--- config.mk ---
export PLATFORM = sky130hd
export DESIGN_NAME = calc_control_unit
export DESIGN_NICKNAME = d
export VERILOG_FILES = /design/src/rtl/calc_control_unit.sv
export SDC_FILE = /design/constraint.sdc
export NUM_CORES = 1
export LEC_CHECK = 0
export BUFFER_PORTS_ARGS = -buffer_cell sky130_fd_sc_hd__buf_2
export CORE_AREA = 4 4 110 112
export DETAILED_ROUTE_END_ITERATION = 12
export DIE_AREA = 0 0 114 116
export PLACE_DENSITY = 0.63
export SYNTH_ARGS = -nofsm -noshare
export SYNTH_HDL_FRONTEND = slang
export SYNTH_SLANG_ARGS = --single-unit
--- constraint.sdc ---
create_clock -name Clock -period 7.4 [get_ports Clock]
set_input_delay 0.37 -clock Clock [delete_from_list [all_inputs] [get_ports Clock]]
set_output_delay 0.37 -clock Clock [all_outputs]
set_load 0.01 [all_outputs]
--- src/rtl/calc_control_unit.sv ---
// Sequencing controller for the four-function calculator: issues load/AddSub strobes
// to the arithmetic unit for add/sub and runs 8-step shift-add multiply and restoring divide locally.
module calc_control_unit (
  input  logic        Clock,
  input  logic        Reset,
  input  logic        Start,
  input  logic [1:0]  Op,
  input  logic [7:0]  A,
  input  logic [7:0]  B,
  output logic [7:0]  AOut,
  output logic [7:0]  BOut,
  output logic        LoadA,
  output logic        LoadB,
  output logic        LoadR,
  output logic        AddSub,
  output logic [15:0] Result,
  output logic        ResSel,
  output logic        Busy,
  output logic        Done,
  output logic        Halt
);

  typedef enum logic [2:0] {
    S_IDLE,
    S_LOAD,
    S_EXEC,
    S_MUL,
    S_DIV,
    S_DONE,
    S_HALT
  } state_e;

  typedef enum logic [1:0] {
    OP_ADD = 2'b00,
    OP_SUB = 2'b01,
    OP_MUL = 2'b10,
    OP_DIV = 2'b11
  } op_e;

  state_e      state_q,  state_d;
  op_e         op_q,     op_d;
  logic [7:0]  a_q,      a_d;
  logic [7:0]  b_q,      b_d;
  logic        addsub_q, addsub_d;
  logic        ressel_q, ressel_d;
  logic [15:0] result_q, result_d;
  logic [15:0] acc_q,    acc_d;
  logic [7:0]  mplier_q, mplier_d;
  logic [7:0]  dvd_q,    dvd_d;
  logic [7:0]  rem_q,    rem_d;
  logic [2:0]  cnt_q,    cnt_d;

  logic [15:0] mul_addend;
  logic [8:0]  div_shift;
  logic [8:0]  div_trial;

  // Multiplicand weighted by the current iteration; multiplier bits are consumed LSB first.
  assign mul_addend = {8'h00, a_q} << cnt_q;

  // Restoring step: the partial remainder always stays below the divisor, so 9 bits cannot overflow.
  assign div_shift  = {rem_q, dvd_q[7]};
  assign div_trial  = div_shift - {1'b0, b_q};

  // NOTE: register every state bit, including the iteration datapath, on reset so an abandoned
  // operation can never leak partial values into the next one.
  // NOTE: sequential state uses non-blocking assignments so all registers update from the same snapshot.
  always_ff @(posedge Clock) begin
    if (Reset) begin
      state_q  <= S_IDLE;
      op_q     <= OP_ADD;
      a_q      <= '0;
      b_q      <= '0;
      addsub_q <= 1'b0;
      ressel_q <= 1'b0;
      result_q <= '0;
      acc_q    <= '0;
      mplier_q <= '0;
      dvd_q    <= '0;
      rem_q    <= '0;
      cnt_q    <= '0;
    end else begin
      state_q  <= state_d;
      op_q     <= op_d;
      a_q      <= a_d;
      b_q      <= b_d;
      addsub_q <= addsub_d;
      ressel_q <= ressel_d;
      result_q <= result_d;
      acc_q    <= acc_d;
      mplier_q <= mplier_d;
      dvd_q    <= dvd_d;
      rem_q    <= rem_d;
      cnt_q    <= cnt_d;
    end
  end

  // NOTE: every variable gets its hold value first, so no path through the case can infer a latch.
  always_comb begin
    state_d  = state_q;
    op_d     = op_q;
    a_d      = a_q;
    b_d      = b_q;
    addsub_d = addsub_q;
    ressel_d = ressel_q;
    result_d = result_q;
    acc_d    = acc_q;
    mplier_d = mplier_q;
    dvd_d    = dvd_q;
    rem_d    = rem_q;
    cnt_d    = cnt_q;

    unique case (state_q)
      // A Start in HALT takes the same capture path as IDLE; Halt drops as the state leaves HALT.
      S_IDLE, S_HALT: begin
        if (Start) begin
          op_d     = op_e'(Op);
          a_d      = A;
          b_d      = B;
          addsub_d = (op_e'(Op) == OP_SUB);
          ressel_d = Op[1];
          result_d = '0;
          state_d  = S_LOAD;
        end
      end

      S_LOAD: begin
        unique case (op_q)
          OP_ADD, OP_SUB: state_d = S_EXEC;
          OP_MUL: begin
            acc_d    = '0;
            cnt_d    = '0;
            mplier_d = b_q;
            state_d  = S_MUL;
          end
          OP_DIV: begin
            if (b_q == 8'h00) begin
              result_d = '0;
              state_d  = S_HALT;
            end else begin
              rem_d   = '0;
              cnt_d   = '0;
              dvd_d   = a_q;
              state_d = S_DIV;
            end
          end
          default: state_d = S_IDLE;
        endcase
      end

      S_EXEC: state_d = S_DONE;

      S_MUL: begin
        if (mplier_q[0]) begin
          acc_d = acc_q + mul_addend;
        end
        mplier_d = mplier_q >> 1;
        cnt_d    = cnt_q + 3'd1;
        if (cnt_q == 3'd7) begin
          result_d = acc_d;
          state_d  = S_DONE;
        end
      end

      // The dividend register doubles as the quotient: its MSB shifts out as a quotient bit shifts in.
      S_DIV: begin
        if (!div_trial[8]) begin
          rem_d = div_trial[7:0];
          dvd_d = {dvd_q[6:0], 1'b1};
        end else begin
          rem_d = div_shift[7:0];
          dvd_d = {dvd_q[6:0], 1'b0};
        end
        cnt_d = cnt_q + 3'd1;
        if (cnt_q == 3'd7) begin
          result_d = {rem_d, dvd_d};
          state_d  = S_DONE;
        end
      end

      S_DONE: state_d = S_IDLE;

      default: state_d = S_IDLE;
    endcase
  end

  // Control outputs are decoded from the state register only, so inputs never reach them combinationally.
  assign LoadA  = (state_q == S_LOAD);
  assign LoadB  = (state_q == S_LOAD);
  assign LoadR  = (state_q == S_EXEC);
  assign Done   = (state_q == S_DONE);
  assign Halt   = (state_q == S_HALT);
  assign Busy   = !((state_q == S_IDLE) || (state_q == S_HALT));

  assign AOut   = a_q;
  assign BOut   = b_q;
  assign AddSub = addsub_q;
  assign ResSel = ressel_q;
  assign Result = result_q;

endmodule

==> results.py <==
metrics = {
    "die": {
        "core_mm2": 0.0112,
        "chipWidth_um": 114,
        "start_util": 0.437,
        "dieHeight_um": 116,
        "rows": 39,
        "ioPinCount": 61,
        "die_area_mm2": 0.0132,
    },
    "logic_synthesis": {
        "async_flop_share": 0,
        "syn_inst": 640,
        "synth-seq-cells": 81,
        "ys_seq_area_frac": 0.331,
        "synth_area_mm2": 0.00490,
        "synth_fp_nets": 688,
        "synth_edf_count": 0,
        "ys.warnings.count": 0,
        "synth_cell_type_count": 64,
        "syn_avg_cell_area_um2": 7.66,
        "synthTopCellsByArea": "dfxtp_1 33%, nand2_1 9.6%, a21oi_1 7.1%, ha_1 6.4%, nor2_1 5.6%",
        "yosysTopAreaCell": "dfxtp_1",
        "yosysTopAreaCellShare": 0.331,
        "synth-main-ff-cell": "dfxtp_1",
    },
    "hold_path": {
        "min_path_type": "input pin to register",
    },
    "layout": {
        "fillCellCount": 1156,
        "synthToLayoutAreaGrowth_pct": 13.4,
        "fin_cells": 822,
        "fin_nets": 722,
        "n_antenna_cell": 0,
        "layout-drive-gt1-share": 0.146,
        "layout_common_cells": "125 x nand2_1, 81 x dfxtp_1, 73 x nor2_1",
        "post-route-util": 0.495,
        "layout_commonest_cell": "nand2_1",
    },
    "sta": {
        "hold_viol_final": 0,
        "fin_crit_ns": 3.43,
        "final-setup-viol-count": 0,
        "rsz0062_at_grt": "false",
        "max-slew-margin-rel": 0.119,
        "finalCritPeriodShare": 0.463,
        "skew_ns": 0.0106,
        "tightest_slew_ns": 1.32,
        "slew_viol_final": 0,
        "max_freq_mhz": 292,
        "tns_ns": 0,
    },
    "routing": {
        "vias": 4703,
        "ant_nets": 0,
        "drt_iter0_drc": 342,
        "drt_first_pass_iters": 4,
        "vias_per_cell": 5.72,
        "avgRoutedWirePerCell_um": 16.7,
        "wl_um": 13700,
        "drc": 0,
    },
    "clocking": {
        "cts_setup_buffers": 0,
        "worstSkewPairLatency_ns": 0.35,
        "ctsHoldBuffers": 0,
        "cts-root-buf": "clkbuf_16",
        "cts_buffers": 9,
        "postCtsResizedCells": 0,
        "cts.sinks": 81,
        "clkTransAtPathRegs_ns": 0.06,
        "cts.path.max_buffers": 2,
        "htree_levels": 3,
        "cts_tree": "built",
    },
    "worst_setup_path": {
        "critPathMaxStageDelay_ns": 0.68,
        "cp.required_ns": 7.66,
        "path_class": "register to register",
        "cp-end-kind": "register",
        "path_cells": "mux2_2 > o21ai_0 > mux2i_1 > ha_1 > a211o_1 > a211oi_1 > nor2_1 > nor3_1 > mux2i_1 > a21oi_1 > a311oi_1",
        "worstSetupStartpointType": "register",
        "cp_slowest_cell": "dfxtp_1",
        "arrival_ns": 3.68,
        "crit_top_cell": "mux2i_1",
        "crit_path_max_fanout": 15,
    },
    "power": {
        "finalPower_w": 0.00153,
        "power_density_mw_per_mm2": 275,
        "leakage_nw": 2.18,
        "vdd_drop_max_mv": 0.209,
    },
    "global_route": {
        "grt_pass1_wl_um": 22500,
        "grtUsageTotal": 0.216,
        "overflow": 0,
        "grt_max_degree": 82,
        "grt_pass1_vias": 4455,
        "grt_antenna_before_repair": 0,
    },
    "flow_run": {
        "maxCapViolCount": 0,
    },
    "outcome": {
        "outcome": "finished clean",
    },
    "placement": {
        "place_congestion": 0.856,
        "io_buffers": 60,
        "hpwlAfterDp_um": 9870,
        "place_inst": 806,
    },
}
state kept, by name (all words and copies together) (netlist names):
| register | count |
|---|---|
| Result | 16 |
| cnt_q | 3 |
| ResSel | 1 |
| mplier_q | 8 |
| AOut | 8 |
| BOut | 8 |
| rem_q | 8 |
| AddSub | 1 |
| dvd_q | 8 |
| op_q | 1 |
| state_q | 3 |
| acc_q | 16 |
final cells by class:
| type | count | area, um^2 | area share |
|---|---|---|---|
| Multi-Input combinational cell | 499 | 3040 | 0.546 |
| Sequential cell | 81 | 1620 | 0.292 |
| Timing Repair Buffer | 64 | 330 | 0.0594 |
| Clock buffer | 11 | 243 | 0.0437 |
| Tap cell | 143 | 179 | 0.0322 |
| Clock inverter | 5 | 78.8 | 0.0142 |
| Inverter | 19 | 71.3 | 0.0128 |
metal layers:
| layer | vias up | global-route usage | part of all wire |
|---|---|---|---|
| met5 | - | 0 | 0 |
| met2 | 139 | 0.346 | 0.46 |
| met4 | 0 | 0.0768 | 0.023 |
| met3 | 23 | 0.0465 | 0.049 |
| li1 | 2351 | - | - |
| met1 | 2190 | 0.290 | 0.47 |
report_power, final:
group	total [W]	internal, W	switching [W]	leakage, nW
Sequential	0.000563	0.000495	0.0000683	0.659
Clock	0.000487	0.000304	0.000182	0.159
Combinational	0.000480	0.000185	0.000295	1.36
worst paths after layout:
kind / start / endpoint / slack (ns) / cells past startpoint
setup reg to reg: cnt_q[1] / Result[15] / 3.97 / 11
setup / recovery: cnt_q[1] / Result[15] / 3.97 / 11
hold reg to reg: AddSub / AddSub / 0.45 / 2
hold / removal: B[7] / BOut[7] / 0.26 / 3
synthesized netlist by cell type (3+ instances only):
cell      count
nor2b_1       3
mux2i_1      12
nor3_1       10
buf_2        10
a21o_1        4
a311oi_1     26
a21oi_1      70
nand2b_1      5
o31ai_1       4
nor2_1       73
o21bai_1      3
mux2_2        6
inv_1        19
a22oi_1       8
xnor2_1       8
o22ai_1       5
xor2_1        6
o21a_1        5
clkbuf_1     27
and2_1        3
nand2_1     125
dfxtp_1      81
nor4_1        3
ha_1         25
nand3b_1      4
a211oi_1      5
a31oi_1       6
o21ai_0      25
nand3_1      13
cell families after synthesis:
kind of cell,Yosys count,share of synthesized area
multiplexers,20,0.0434
flip-flops,81,0.331
AND/OR/NAND/NOR,257,0.233
XOR/XNOR,14,0.0250
AO/OA/AOI/OAI,181,0.244
adder cells (fa/ha/maj),27,0.0720
buffers and inverters,60,0.0515
worst max-delay path: cells and delay by family, from the launching register on:
family | cells | cell delay [ns]
AOI/OAI and AO/OA | 5 | 1.15
adders and majority gates | 1 | 0.37
DFF | 1 | 0.68
muxes | 3 | 0.79
and+or+nand+nor | 2 | 0.34
stage by stage:
stage	setup WS, ns	area (um^2)	hold WS (ns)
finish	3.97	5560	0.256
global route	3.68	5560	0.254
CTS	3.99	5560	0.246
detailed placement	4.03	5240	0.443
global placement	4.09	5240	0.435
floorplan	4.37	4900	0.448
Power figures use the tool's default switching activity.
